[config.mk]
export PLATFORM = sky130hd
export DESIGN_NAME = mem_bus_arbiter
export DESIGN_NICKNAME = d
export VERILOG_FILES = /design/src/rtl/mem_bus_arb_pkg.sv /design/src/rtl/mem_bus_arb_pick.sv /design/src/rtl/mem_bus_arbiter.sv
export SDC_FILE = /design/constraint.sdc
export NUM_CORES = 1
export LEC_CHECK = 0
export ABC_AREA = 0
export CAP_MARGIN = 0
export CORE_MARGIN = 4
export CORE_UTILIZATION = 34
export CTS_BUF_LIST = sky130_fd_sc_hd__clkbuf_4 sky130_fd_sc_hd__clkbuf_8 sky130_fd_sc_hd__clkbuf_16
export CTS_CLUSTER_DIAMETER = 80
export DETAILED_ROUTE_END_ITERATION = 7
export PLACE_DENSITY = 0.8
export SYNTH_ARGS = -nofsm -noshare
export SYNTH_HDL_FRONTEND = slang
export SYNTH_SLANG_ARGS = --single-unit
export TNS_END_PERCENT = 50
[constraint.sdc]
create_clock -name clk -period 3.4 [get_ports clk]
set_input_delay 1.02 -clock clk [delete_from_list [all_inputs] [get_ports clk]]
set_output_delay 1.02 -clock clk [all_outputs]
set_load 0.01 [all_outputs]
[src/rtl/mem_bus_arb_pkg.sv]
// Shared owner codes, sequencer states and direction codes for mem_bus_arbiter.
// Round-robin arbitration is selected with MEM_BUS_ARB_RR_EN.
package mem_bus_arb_pkg;

    localparam logic [1:0] OWN_I    = 2'd0;
    localparam logic [1:0] OWN_D    = 2'd1;
    localparam logic [1:0] OWN_U    = 2'd2;
    localparam logic [1:0] OWN_NONE = 2'd3;

    typedef enum logic [1:0] {
        ST_IDLE  = 2'd0,
        ST_ISSUE = 2'd1,
        ST_WAIT  = 2'd2
    } state_e;

    typedef enum logic {
        DIR_RD = 1'b0,
        DIR_WR = 1'b1
    } dir_e;

    function automatic logic [1:0] next_master(input logic [1:0] m);
        return (m == OWN_U) ? OWN_I : m + 2'd1;
    endfunction

endpackage

[src/rtl/mem_bus_arb_pick.sv]
// Winner/direction select for the three masters; fixed priority U > D > I by default,
// round-robin with a registered pointer when MEM_BUS_ARB_RR_EN is defined.
module mem_bus_arb_pick
    import mem_bus_arb_pkg::*;
(
`ifdef MEM_BUS_ARB_RR_EN
    input  logic       clk_i,
    input  logic       rst_i,
    input  logic       grant_i,
`endif
    input  logic [2:0] rd_req_i,
    input  logic [2:0] wr_req_i,
    output logic       valid_o,
    output logic [1:0] owner_o,
    output dir_e       dir_o
);

`ifdef MEM_BUS_ARB_RR_EN
    logic [1:0] ptr_q;

    always_ff @(posedge clk_i or posedge rst_i) begin
        if (rst_i) begin
            ptr_q <= OWN_U;
        end else if (grant_i) begin
            ptr_q <= next_master(owner_o);
        end
    end
`endif

    // Walk candidates from lowest to highest priority so the last hit wins.
    always_comb begin
        logic [1:0] m;
        m       = OWN_NONE;
        valid_o = 1'b0;
        owner_o = OWN_NONE;
        dir_o   = DIR_RD;
        for (int j = 2; j >= 0; j--) begin
`ifdef MEM_BUS_ARB_RR_EN
            m = 2'((int'(ptr_q) + j) % 3);
`else
            m = 2'(2 - j);
`endif
            if (rd_req_i[m] || wr_req_i[m]) begin
                valid_o = 1'b1;
                owner_o = m;
                dir_o   = wr_req_i[m] ? DIR_WR : DIR_RD;
            end
        end
    end

endmodule

[src/rtl/mem_bus_arbiter.sv]
// Registered single-outstanding sequencer sharing one memory port between I, D and U masters.
// Define MEM_BUS_ARB_RR_EN for round-robin arbitration instead of fixed priority.
module mem_bus_arbiter
    import mem_bus_arb_pkg::*;
#(
    parameter int ADR_W  = 32,
    parameter int DAT_W  = 32,
    parameter int TO_CYC = 4096
) (
    input  logic             clk,
    input  logic             rst,
    input  logic             i_read_req,
    input  logic             i_read_w,
    input  logic             i_read_hw,
    input  logic [ADR_W-1:0] i_read_adr,
    output logic             i_read_valid,
    input  logic             d_read_req,
    input  logic             d_write_req,
    input  logic             d_read_w,
    input  logic             d_read_hw,
    input  logic             d_write_w,
    input  logic             d_write_hw,
    input  logic [ADR_W-1:0] d_read_adr,
    input  logic [ADR_W-1:0] d_write_adr,
    input  logic [DAT_W-1:0] d_write_data,
    output logic             d_read_valid,
    output logic             d_write_finish,
    input  logic             u_read_req,
    input  logic             u_write_req,
    input  logic             u_read_w,
    input  logic             u_write_w,
    input  logic [ADR_W-1:0] u_read_adr,
    input  logic [ADR_W-1:0] u_write_adr,
    input  logic [DAT_W-1:0] u_write_data,
    output logic             u_read_valid,
    output logic             u_write_finish,
    output logic             read_req,
    output logic             write_req,
    output logic             read_w,
    output logic             read_hw,
    output logic             write_w,
    output logic             write_hw,
    output logic [ADR_W-1:0] read_adr,
    output logic [ADR_W-1:0] write_adr,
    output logic [DAT_W-1:0] write_data,
    input  logic             read_valid,
    input  logic             write_finish,
    output logic             busy,
    output logic [1:0]       owner,
    output logic             err_timeout
);

    localparam int CNT_W = $clog2(TO_CYC + 1);

    state_e             state_q, state_d;
    logic [1:0]         owner_q, owner_d;
    dir_e               dir_q, dir_d;
    logic [ADR_W-1:0]   adr_q, adr_d;
    logic [DAT_W-1:0]   data_q, data_d;
    logic               w_q, w_d, hw_q, hw_d;
    logic               rreq_q, rreq_d, wreq_q, wreq_d;
    logic [CNT_W-1:0]   wd_q, wd_d;
    logic               err_q, err_d;

    logic               pick_valid;
    logic [1:0]         pick_owner;
    dir_e               pick_dir;
    logic               done_w, timeout_w, fire_w;

`ifdef MEM_BUS_ARB_RR_EN
    logic               grant;
    assign grant = (state_q == ST_IDLE) && pick_valid;
`endif

    mem_bus_arb_pick u_pick (
`ifdef MEM_BUS_ARB_RR_EN
        .clk_i    (clk),
        .rst_i    (rst),
        .grant_i  (grant),
`endif
        .rd_req_i ({u_read_req, d_read_req, i_read_req}),
        .wr_req_i ({u_write_req, d_write_req, 1'b0}),
        .valid_o  (pick_valid),
        .owner_o  (pick_owner),
        .dir_o    (pick_dir)
    );

    assign done_w    = (dir_q == DIR_RD) ? read_valid : write_finish;
    assign timeout_w = (wd_q == CNT_W'(TO_CYC));
    assign fire_w    = (state_q == ST_WAIT) && (done_w || timeout_w);

    always_comb begin
        state_d = state_q;
        owner_d = owner_q;
        dir_d   = dir_q;
        adr_d   = adr_q;
        data_d  = data_q;
        w_d     = w_q;
        hw_d    = hw_q;
        rreq_d  = 1'b0;
        wreq_d  = 1'b0;
        wd_d    = wd_q;
        err_d   = err_q;
        unique case (state_q)
            ST_IDLE: begin
                if (pick_valid) begin
                    owner_d = pick_owner;
                    dir_d   = pick_dir;
                    state_d = ST_ISSUE;
                    data_d  = '0;
                    hw_d    = 1'b0;
                    case (pick_owner)
                        OWN_I: begin
                            adr_d = i_read_adr;
                            w_d   = i_read_w;
                            hw_d  = i_read_hw;
                        end
                        OWN_D: begin
                            if (pick_dir == DIR_WR) begin
                                adr_d  = d_write_adr;
                                data_d = d_write_data;
                                w_d    = d_write_w;
                                hw_d   = d_write_hw;
                            end else begin
                                adr_d = d_read_adr;
                                w_d   = d_read_w;
                                hw_d  = d_read_hw;
                            end
                        end
                        default: begin
                            if (pick_dir == DIR_WR) begin
                                adr_d  = u_write_adr;
                                data_d = u_write_data;
                                w_d    = u_write_w;
                            end else begin
                                adr_d = u_read_adr;
                                w_d   = u_read_w;
                            end
                        end
                    endcase
                end
            end
            ST_ISSUE: begin
                rreq_d  = (dir_q == DIR_RD);
                wreq_d  = (dir_q == DIR_WR);
                wd_d    = '0;
                state_d = ST_WAIT;
            end
            ST_WAIT: begin
                if (fire_w) begin
                    state_d = ST_IDLE;
                    owner_d = OWN_NONE;
                    if (!done_w) err_d = 1'b1;
                end else begin
                    wd_d = wd_q + CNT_W'(1);
                end
            end
            default: state_d = ST_IDLE;
        endcase
    end

    always_ff @(posedge clk or posedge rst) begin
        if (rst) begin
            state_q <= ST_IDLE;
            owner_q <= OWN_NONE;
            dir_q   <= DIR_RD;
            adr_q   <= '0;
            data_q  <= '0;
            w_q     <= 1'b0;
            hw_q    <= 1'b0;
            rreq_q  <= 1'b0;
            wreq_q  <= 1'b0;
            wd_q    <= '0;
            err_q   <= 1'b0;
        end else begin
            state_q <= state_d;
            owner_q <= owner_d;
            dir_q   <= dir_d;
            adr_q   <= adr_d;
            data_q  <= data_d;
            w_q     <= w_d;
            hw_q    <= hw_d;
            rreq_q  <= rreq_d;
            wreq_q  <= wreq_d;
            wd_q    <= wd_d;
            err_q   <= err_d;
        end
    end

    // Completion strobes are combinational so read data lines up with the owner's strobe.
    assign i_read_valid   = fire_w && (owner_q == OWN_I) && (dir_q == DIR_RD);
    assign d_read_valid   = fire_w && (owner_q == OWN_D) && (dir_q == DIR_RD);
    assign d_write_finish = fire_w && (owner_q == OWN_D) && (dir_q == DIR_WR);
    assign u_read_valid   = fire_w && (owner_q == OWN_U) && (dir_q == DIR_RD);
    assign u_write_finish = fire_w && (owner_q == OWN_U) && (dir_q == DIR_WR);

    assign read_req    = rreq_q;
    assign write_req   = wreq_q;
    assign read_w      = w_q;
    assign read_hw     = hw_q;
    assign write_w     = w_q;
    assign write_hw    = hw_q;
    assign read_adr    = adr_q;
    assign write_adr   = adr_q;
    assign write_data  = data_q;
    assign busy        = (state_q != ST_IDLE);
    assign owner       = owner_q;
    assign err_timeout = err_q;

endmodule

# Word level (Yosys, flattened, before mapping)
# Cells that the tools add are included.
# op_classes
bitwise	2
n_mux	32
reduce_logical	23
add_sub_neg	1
n_eq_ne	9
# op_table
cell	n
$mux W32	4
$pmux W32 S2	2
$pmux W13 S2	1
$mux W2	7
$add A13 B1 Y13 const B	1
$eq A13 B13 Y1 const B	1
$mux W1	13
$mux W13	1
$logic_and A1 B1 Y1	9
$eq A2 B1 Y1 const B	3
$logic_not A2 Y1	3
$ne A2 B2 Y1 const B	3
$pmux W2 S3	1
$reduce_and A2 Y1	3
$reduce_and A3 Y1	2
$reduce_bool A2 Y1	3
$eq A2 B2 Y1 const B	2
$pmux W1 S2	2
$pmux W2 S2	1
$logic_or A1 B1 Y1	3
$not A1 Y1	2
# totals
ff_bits	87
out_inout_bits	111
wordCells	78
input_bits	241

# Depth between registers and ports, before layout
# Gate-level depths: netlist (run 1).
# depth
ltp_word	5
ltp_mapped	8
ltp_nobuf	6

# By module
# A second synthesis (run 1) with hierarchy kept.
# unflattened
cells_unflattened	637
hier_area_um2	5315.1
# by_module_without_submodules
module	seq_area_each_um2	area_per_inst_um2	instances	cells_per_inst
mem_bus_arbiter	2179.6	5263.8	1	628
mem_bus_arb_pick	0.0	51.3	1	9

# Worst setup path after synthesis (run 1)
# No wires, ideal clock.
# synth_path
path_type	input -> output
from	input port read_valid
to	output port u_read_valid
t_required_ns	2.380
path_slack_ns	0.676
n_path_buf	0
path_stages	3
t_arrival_ns	1.704
cell_sequence	mux2_4 o21ai_0 nor3_1
# synth_between
elab_chain_cells	5
# synth_lines
item	line_no	text
start: declaration	mem_bus_arbiter.sv:46	input logic read_valid,
$mux W1	mem_bus_arbiter.sv:88	assign done_w = (dir_q == DIR_RD) ? read_valid : write_finish;
$logic_or A1 B1 Y1	mem_bus_arbiter.sv:90	assign fire_w = (state_q == ST_WAIT) && (done_w || timeout_w);
$logic_and A1 B1 Y1	mem_bus_arbiter.sv:90	
$logic_and A1 B1 Y1 (2 in a row)	mem_bus_arbiter.sv:194	assign u_read_valid = fire_w && (owner_q == OWN_U) && (dir_q == DIR_RD);
end: declaration	mem_bus_arbiter.sv:35	output logic u_read_valid,
# No other way between the ends.

# Worst setup path in the final report (run 1)
# Ends and elaborated chain as after synthesis.

==> results.py, run 1 <==
metrics = {
    "outcome": {
        "status": "finished, final reports clean",
    },
    "global_routing": {
        "overflow": 0,
        "grt_pass1_wl_um": 32100,
        "track_usage_pct": 22.4,
        "grt_max_degree": 100,
        "antenna_found_initial": 0,
        "first_global_vias": 5775,
    },
    "synth": {
        "synthTopCellsByArea": "dfrtp_1 (38%), o21a_1 (9.0%), nand2_1 (5.3%)",
        "synth_seq_cells": 87,
        "synth_area_leader_cell": "dfrtp_1",
        "ys_async_sr_fraction_pct": 100,
        "yosysMostFrequentCell": "dfrtp_1",
        "synth_nets": 858,
        "synth-seq-area-share_pct": 39.2,
        "synth.avg_cell_area_um2": 9.04,
        "synthFlopType": "dfrtp_1",
        "yosysTopAreaCellShare_pct": 38.2,
        "synthTopCellsByCount": "dfrtp_1 (85), nand2_1 (78), o21a_1 (67), a211oi_1 (36), buf_4 (36)",
        "synth_warnings": 0,
        "syn_area_um2": 5560,
        "synthCells": 615,
        "synth_edf_count": 0,
        "ys_types": 57,
    },
    "route": {
        "drt_iter0_markers": 291,
        "remaining_drc_errors": 0,
        "wirelength_um": 21900,
        "avgRoutedWirePerCell_um": 19.4,
        "dr.pass1.iters": 5,
        "drt-vias-per-instance": 5.30,
        "vias": 5986,
        "final_antenna_net_count": 0,
    },
    "timing": {
        "min_period_over_period_pct": 97.9,
        "hold_violations": 0,
        "drv_slew": 0,
        "hold_ws_ns": 0.478,
        "rsz0062_at_grt": "false",
        "fmax_ghz": 0.300,
        "setup_viol": 0,
        "finalClockSkew_ns": 0.00970,
        "finalSetupTns_ns": 0,
        "relSlewSlack_pct": 41.0,
        "worst_pin_slew_ns": 0.883,
        "period_needed_ns": 3.33,
    },
    "setup_path": {
        "worstSetupEndpointType": "output port",
        "required_ns": 2.38,
        "worstSetupPathType": "input pin to output port",
        "regToRegStartpoint": "wd_q[1]$_DFFE_PP0P_",
        "cp_max_fo": 3,
        "r2r-end": "wd_q[2]$_DFFE_PP0P_",
        "crit_path_cell_trace": "clkdlybuf4s50_1 -> mux2_4 -> o21ai_1 -> buf_4 -> nor3_1 -> dlygate4sd2_1",
        "worst-r2r-setup-slack_ns": 1.43,
        "r2r_cells": 8,
        "crit_path_max_incr_delay_ns": 0.40,
        "slowest_stage": "clkdlybuf4s50_1",
        "startpoint_type": "input pin",
        "arrival_ns": 2.31,
    },
    "hold_path": {
        "min_delay_path_depth": 2,
        "hold_end": "write_data[13]$_DFFE_PP0P_",
        "hp-class": "flop to flop",
        "holdCritStartpoint": "write_data[13]$_DFFE_PP0P_",
    },
    "place": {
        "place_hpwl_um": 16900,
        "dp.cells": 1113,
        "gp_congestion": 0.851,
        "io_buffer_count": 351,
    },
    "power_and_ir_drop": {
        "powerDensity_nw_per_um2": 634,
        "ir_worst_vdd_v": 0.000368,
        "power_w": 0.00591,
        "p_leak_nw": 3.64,
    },
    "clock_network": {
        "cts-hold-fix-buffers": 0,
        "cts_made_buffers": 9,
        "cts_setup_buffers": 0,
        "cts_root_buffer": "clkbuf_16",
        "cts.sinks": 87,
        "insertion_delay_ns": 0.35,
        "clkTransAtPathRegs_ns": 0.06,
        "cts_buffer_depth": 2,
        "cts_tree": "done",
        "htree_levels": 3,
    },
    "die": {
        "io_pins": 352,
        "design.die.area_um2": 18500,
        "coreArea_um2": 15900,
        "die_h_um": 136,
        "die_w_um": 136,
        "initial_core_util_pct": 34.9,
        "std_cell_rows": 46,
    },
    "final_layout": {
        "antennaDiodeCount": 0,
        "fin_cells": 1129,
        "drive_gt1_share_pct": 7.12,
        "fill_cells": 1436,
        "syn_to_final_growth_pct": 67.5,
        "fin_util_pct": 58.4,
        "finalNetCount": 1151,
    },
    "job": {
        "maxCapViolations": 0,
    },
}
-- worst max-delay path, delay by kind of cell --
kind,cells,cell delay [ns]
compound gates,1,0.14
buf+inv,3,0.82
mux,1,0.29
simple gates,1,0.04
-- cell families (layout without fill, tap and decap cells) --
group / Yosys count / in the layout / share of synthesized area [%]
AOI/OAI and AO/OA: 288 / 288 / 35.2
and+or+nand+nor: 129 / 129 / 12.3
muxes: 9 / 9 / 1.71
adders and majority gates: 2 / 2 / 0.450
xor gates and xnor gates: 1 / 1 / 0.158
DFF: 87 / 87 / 39.2
buffers and inverters: 99 / 397 / 11.0
-- area by class of cell --
type                       count  area, um2  area share, %
sequential                    87       2180           23.4
multi-input combinational    429       2810           30.1
inverter                       8       32.5          0.349
clock buffer                  10        239           2.57
clock inverter                 6       90.1          0.967
timing repair buffer         373       3700           39.7
tap                          216        270           2.90
-- metrics by stage --
stage / cell area, um2 / setup WS [ns]
after detailed placement: 8980 / -0.263
after global routing: 9320 / 0.000393
final: 9320 / 0.0709
after CTS: 9310 / 0.0147
after global placement: 8980 / -0.206
after floorplan: 5560 / 0.133
-- registers in the layout (all words and copies together) (netlist names), 2 cells and up --
register and cells:
state_q 2, owner 2, wd_q 13, write_data 32
read_adr 32
-- what timing repair did --
| item | CTS | global route |
|---|---|---|
| endpoints found under the hold margin | 0 | 0 |
| pin swaps | 1 | 0 |
| resized for setup | 6 | 7 |
| endpoints found under the setup margin | 5 | 3 |
-- per-layer routing --
metal  part of all wire, %  wire length, um  GRT usage, %  up-vias
met1                    40             8790          27.2     2848
met5                     0                0             0        -
li1                      -                -             -     2848
met2                    51            11100          39.2      261
met3                   7.3             1610          5.51       29
met4                   1.9              418          7.05        0
-- where the power goes --
part	total [W]	leakage, nW	switching (W)	internal (W)
registers	0.00180	1.11	0.000355	0.00145
clock network	0.00112	0.159	0.000449	0.000669
logic	0.00298	2.37	0.00133	0.00165
-- how the worst max path moves through the flow --
stage	start	endpoint	slack [ns]
2_1_floorplan	rst	dir_q$_DFFE_PP0P_	0.13
3_3_place_gp	read_valid	i_read_valid	-0.21
3_5_place_dp	write_finish	i_read_valid	-0.26
4_1_cts	write_finish	i_read_valid	0.01
5_1_grt	write_finish	u_write_finish	0.0004
6_report	read_valid	u_read_valid	0.07
-- cell usage in the layout, fill, tap and decap left out, types with 2 or more instances in the layout --
cell type	netlist	routed
inv_6	0	2
buf_12	0	3
dfrtp_1	85	85
nor4_1	4	4
a31o_1	2	2
a22oi_1	32	32
dfstp_2	2	2
o21ai_0	35	34
a21oi_1	34	34
nand2b_1	5	5
nor4_4	2	2
buf_4	36	19
ha_1	2	2
nand2_1	78	78
and2_1	2	2
a211oi_1	36	36
nor2_1	7	7
buf_2	27	2
nor4b_2	0	2
dlygate4sd2_1	0	3
or2_4	3	3
clkinv_2	1	3
and4_1	2	2
o31ai_1	33	33
mux2i_1	8	8
inv_1	7	6
o21ai_1	4	5
clkdlybuf4s50_1	0	344
o21a_1	67	67
bufinv_16	0	2
nor3_1	5	5
clkbuf_16	0	9
o22ai_1	33	33
a2bb2oi_1	2	2
nor2_4	2	2
nand3_1	5	5
Note: power is estimated with default switching activity, not from simulation.
==> run 2: changes to the inputs <==
- GPL_TIMING_DRIVEN: default -> 0
==> run 2 against run 1 <==
  * Critical path depth fell by 1
  * Non-clock buffer count up 69
  * Register-to-register slack better by 0.10 ns
  * Cell count is 6.1% higher
  * First-iteration DRC count rose by 38%
  * Final area rose by 4.6%
  * Via count up 5.0%
  * Critical path type unchanged
  * Highest routed layer unchanged
==> results.py, run 2 (synthesis gave the netlist of run 1 again) <==
metrics = {
    "die": {
        "initial_core_util_pct": 34.9,
        "die_w_um": 136,
        "io_pins": 352,
        "design.die.area_um2": 18500,
        "die_h_um": 136,
        "std_cell_rows": 46,
        "coreArea_um2": 15900,
    },
    "timing": {
        "setup_viol": 0,
        "hold_ws_ns": 0.475,
        "period_needed_ns": 3.37,
        "finalSetupTns_ns": 0,
        "rsz0062_at_grt": "true",
        "finalClockSkew_ns": 0.00983,
        "worst_pin_slew_ns": 0.597,
        "min_period_over_period_pct": 99.1,
        "fmax_ghz": 0.297,
        "relSlewSlack_pct": 60.2,
        "hold_violations": 0,
        "drv_slew": 0,
    },
    "clock_network": {
        "cts_setup_buffers": 0,
        "cts_buffer_depth": 2,
        "htree_levels": 3,
        "insertion_delay_ns": 0.35,
        "clkTransAtPathRegs_ns": 0.06,
        "cts_made_buffers": 9,
        "cts.sinks": 87,
        "cts_root_buffer": "clkbuf_16",
        "cts_tree": "done",
    },
    "power_and_ir_drop": {
        "ir_worst_vdd_v": 0.000488,
        "power_w": 0.00628,
        "powerDensity_nw_per_um2": 644,
        "p_leak_nw": 3.89,
    },
    "route": {
        "vias": 6287,
        "final_antenna_net_count": 0,
        "drt_iter0_markers": 402,
        "wirelength_um": 23600,
        "avgRoutedWirePerCell_um": 19.7,
        "dr.pass1.iters": 5,
        "drt-vias-per-instance": 5.25,
        "remaining_drc_errors": 0,
    },
    "global_routing": {
        "grt_pass1_wl_um": 34500,
        "grt_max_degree": 49,
        "track_usage_pct": 24.2,
        "first_global_vias": 6274,
        "overflow": 0,
        "antenna_found_initial": 0,
    },
    "setup_path": {
        "worstSetupPathType": "input pin to output port",
        "cp_max_fo": 6,
        "worstSetupEndpointType": "output port",
        "required_ns": 2.38,
        "startpoint_type": "input pin",
        "arrival_ns": 2.35,
    },
    "place": {
        "io_buffer_count": 350,
        "place_hpwl_um": 18900,
        "gp_congestion": 0.924,
    },
    "outcome": {
        "status": "finished, final reports clean",
    },
    "hold_path": {
        "hp-class": "flop to flop",
    },
    "final_layout": {
        "antennaDiodeCount": 0,
        "finalNetCount": 1220,
        "layout_commonest_cell": "clkdlybuf4s50_1",
        "drive_gt1_share_pct": 11.7,
        "syn_to_final_growth_pct": 75.3,
        "final_cell_mix": "clkdlybuf4s50_1 (345), dfrtp_1 (85), nand2_1 (78)",
    },
    "job": {
        "maxCapViolations": 0,
    },
}
-- run 2: changes by cell type in the layout (fill, tap and decap cells not counted), moves of 2 or more --
cell,before,now
buf_2,2,27
buf_4,19,36
clkbuf_1,0,16
buf_6,0,9
buf_1,0,3
buf_12,3,0
clkinvlp_4,1,3
nor4_1,4,2
nor4_2,1,3
nor4b_2,2,0
nor4b_4,0,2
-- run 2: report_power, final --
| group | internal, W | switching (W) |
|---|---|---|
| registers | 0.00145 | 0.000358 |
| clock network | 0.000645 | 0.000440 |
| logic | 0.00192 | 0.00147 |
| total | 0.00402 | 0.00226 |
-- run 2: area by class of cell --
cell class                 count  area, um2
fill                        1380       6190
clock inverter                 7       96.3
multi-input combinational    429       2840
clock buffer                   9        225
inverter                       8       33.8
sequential                    87       2180
tap                          216        270
buffer                        91        578
timing repair buffer         351       3530
-- run 2: critical path, cell delays in order --
cell and delay, ns:
clkdlybuf4s50_1 0.39, mux2_4 0.34, a31oi_4 0.22, nor4_2 0.07, dlygate4sd2_1 0.30
-- run 2: per-stage QoR --
step	utilization, %	cells	setup slack [ns]	cell area, um2
3_3_place_gp	58.6	1181	-1.38	9340
2_1_floorplan	-	615	0.133	5560
5_1_grt	61.1	1198	-0.00201	9750
3_5_place_dp	58.7	1182	-0.309	9370
4_1_cts	60.8	1198	-0.0142	9690
6_report	61.1	1198	0.0298	9750
-- run 2: layer usage --
layer  up-vias  GRT usage, %  part of all wire, %
met2       272          43.0                   52
li1       2988             -                    -
met4         0          5.26                  1.2
met3        22          7.74                  8.6
met5         -             0                    0
met1      3005          28.6                   39
-- run 2: worst paths after layout --
kind	start	to	slack, ns	cells past startpoint
max in group asynchronous	rst	owner[1]$_DFFE_PP1P_	1.65	3
setup reg to reg	wd_q[0]$_DFFE_PP0P_	wd_q[2]$_DFFE_PP0P_	1.53	7
hold reg to reg	write_data[27]$_DFFE_PP0P_	write_data[27]$_DFFE_PP0P_	0.47	2
hold / removal	write_data[27]$_DFFE_PP0P_	write_data[27]$_DFFE_PP0P_	0.47	2
min in group asynchronous	rst	write_data[8]$_DFFE_PP0P_	1.08	2
setup / recovery	read_valid	d_read_valid	0.03	5
-- run 2: what timing repair did --
item / in CTS / in global routing
gates resized for setup: 8 / 9
hold buffers: 0 / 0
pin swaps: 0 / 0
endpoints found under the setup margin: 5 / 5
gates cloned: 0 / 0
==> run 3: changes to the inputs <==
--- a/config.mk
+++ b/config.mk
@@ -7,5 +7,5 @@
 export LEC_CHECK = 0
 export ABC_AREA = 0
-export CAP_MARGIN = 0
+export CAP_MARGIN = 20
 export CORE_MARGIN = 4
 export CORE_UTILIZATION = 34
==> constraint.sdc (replaced) <==
create_clock -name clk -period 3.4 [get_ports clk]
set_input_delay 1.02 -clock clk [delete_from_list [all_inputs] [get_ports clk]]
set_output_delay 1.02 -clock clk [all_outputs]
set_load 0.1 [all_outputs]
==> run 3 against run 2 <==
  * Fmax rose by 0.68%
  * Hold slack improved by 0.0051 ns
  * Clock power fell by 8%
  * Critical path type unchanged
  * Clock-buffer cell count rose by 3
  * Cell count did not move
  * Via count rose by 0.32%
==> results.py, run 3 (synthesis gave the netlist of run 1 again) <==
metrics = {
    "outcome": {
        "status": "finished, final reports clean",
    },
    "clock_network": {
        "cts_tree": "done",
        "cts_root_buffer": "clkbuf_16",
        "cts_buffer_depth": 2,
        "htree_levels": 3,
        "cts.sinks": 87,
        "clkTransAtPathRegs_ns": 0.06,
        "cts_made_buffers": 9,
        "cts_setup_buffers": 0,
        "insertion_delay_ns": 0.34,
    },
    "timing": {
        "fin_ws_ns": 0.0525,
        "relSlewSlack_pct": 30.9,
        "finalClockSkew_ns": 0.00577,
        "min_period_over_period_pct": 98.5,
        "period_needed_ns": 3.35,
        "worst_pin_slew_ns": 1.03,
        "hold_violations": 0,
        "fmax_ghz": 0.299,
        "drv_slew": 0,
        "setup_viol": 0,
        "rsz0062_at_grt": "false",
    },
    "hold_path": {
        "holdCritStartpoint": "write_data[18]$_DFFE_PP0P_",
        "min_delay_path_depth": 2,
        "hp-class": "flop to flop",
        "hold_end": "write_data[18]$_DFFE_PP0P_",
    },
    "die": {
        "std_cell_rows": 46,
        "io_pins": 352,
        "design.die.area_um2": 18500,
        "initial_core_util_pct": 34.9,
        "die_h_um": 136,
        "die_w_um": 136,
        "coreArea_um2": 15900,
    },
    "setup_path": {
        "r2r-end": "wd_q[2]$_DFFE_PP0P_",
        "worstSetupPathType": "input pin to output port",
        "startpoint_type": "input pin",
        "required_ns": 2.38,
        "crit_path_max_incr_delay_ns": 0.45,
        "crit_path_cell_trace": "clkdlybuf4s50_1 -> mux2_4 -> a31oi_4 -> nor4_2 -> buf_6",
        "worstSetupEndpointType": "output port",
        "slowest_stage": "clkdlybuf4s50_1",
        "regToRegStartpoint": "wd_q[0]$_DFFE_PP0P_",
        "worst-r2r-setup-slack_ns": 1.55,
        "arrival_ns": 2.33,
        "cp_max_fo": 6,
        "r2r_cells": 7,
    },
    "route": {
        "avgRoutedWirePerCell_um": 20.0,
        "final_antenna_net_count": 0,
        "remaining_drc_errors": 0,
        "vias": 6307,
        "drt_iter0_markers": 410,
        "wirelength_um": 23900,
        "drt-vias-per-instance": 5.26,
        "dr.pass1.iters": 5,
    },
    "place": {
        "gp_congestion": 0.925,
        "io_buffer_count": 350,
        "dp.cells": 1182,
        "place_hpwl_um": 19100,
        "dp_slack_ns": -0.974,
    },
    "power_and_ir_drop": {
        "p_leak_nw": 3.89,
        "pwr-share-clk_pct": 9.8,
        "power_w": 0.0102,
        "pwr-share-seq_pct": 17.8,
        "comb_power_share_pct": 72.4,
        "switchingPower_w": 0.00627,
        "power.internal_w": 0.00395,
        "powerDensity_nw_per_um2": 1050,
        "swShare_pct": 61.3,
        "ir_worst_vdd_v": 0.00101,
    },
    "final_layout": {
        "syn_to_final_growth_pct": 75.5,
        "layout_commonest_cell": "clkdlybuf4s50_1",
        "fill_cells": 1369,
        "multi_input_area_um2": 2870,
        "fin_util_pct": 61.2,
        "final_cell_mix": "clkdlybuf4s50_1 (345), dfrtp_1 (85), nand2_1 (78)",
        "finalNetCount": 1220,
        "antennaDiodeCount": 0,
        "drive_gt1_share_pct": 12.5,
        "regArea_um2": 2180,
        "fin_cells": 1198,
    },
    "global_routing": {
        "grt_max_degree": 63,
        "first_global_vias": 6357,
        "grt_pass1_wl_um": 35300,
        "overflow": 0,
        "track_usage_pct": 24.7,
        "antenna_found_initial": 0,
    },
    "job": {
        "maxCapViolations": 0,
    },
}
==> run 3: cell count changes in the layout (fill, tap and decap cells not counted), moves of 2 or more <==
cell | previous run | this run
nor4_4 | 2 | 4
clkbuf_4 | 0 | 3
clkinvlp_4 | 3 | 1
buf_6 | 9 | 14
dlygate4sd2_1 | 4 | 0
nor4_1 | 2 | 0
==> run 3: power groups by stage <==
stage / sequential [W] / combinational (W) / clock [W]
floorplan: 0.00439 / 0.00289 / 0
global placement: 0.00181 / 0.00734 / 0
detailed placement: 0.00182 / 0.00740 / 0
CTS: 0.00181 / 0.00742 / 0.00103
global route: 0.00187 / 0.00767 / 0.00107
finish: 0.00181 / 0.00741 / 0.00100
==> run 3: critical path, delay by kind of cell <==
kind / cells / cell delay [ns]
buf+inv: 2 / 0.72
simple gates: 1 / 0.29
mux: 1 / 0.22
compound gates: 1 / 0.07
==> run 3: worst max path at each step <==
stage	startpoint	endpoint	slack, ns	cells after the start
finish	write_finish	d_read_valid	0.05	5
global route	write_finish	d_read_valid	0.01	5
CTS	write_finish	d_read_valid	-0.002	5
detailed placement	read_valid	u_write_finish	-0.97	5
global placement	rst	read_adr[27]$_DFFE_PP0P_	-1.34	2
floorplan	read_valid	d_read_valid	-0.63	3
==> run 3: cell type report <==
class	count	share of cell area, %
multi-input combinational	429	29.4
tap	216	2.77
inverter	8	0.346
clock inverter	4	0.487
buffer	91	5.92
sequential	87	22.3
clock buffer	12	2.54
timing repair buffer	351	36.2
==> run 3: layer usage <==
metal / vias up / GRT usage [%] / part of all wire (%)
met5: - / 0 / 0
li1: 2991 / - / -
met2: 282 / 43.0 / 50
met1: 3007 / 30.4 / 40
met3: 27 / 5.92 / 8.6
met4: 0 / 7.56 / 1.6
==> run 3: what timing repair did <==
item                       in CTS  in global routing
setup endpoints to repair       5                  5
hold buffers                    0                  0
gates cloned                    0                  0
pin swaps                       0                  0
gates resized for setup        36                 10
==> run 3: through the flow <==
stage / cell area [um2] / hold WS (ns) / setup TNS, ns
after floorplan: 5600 / 0.440 / -1.89
after global placement: 9370 / 0.460 / -118.50
after detailed placement: 9400 / 0.465 / -4.59
after CTS: 9700 / 0.484 / -0.00247
after global routing: 9760 / 0.506 / 0
final: 9760 / 0.480 / 0
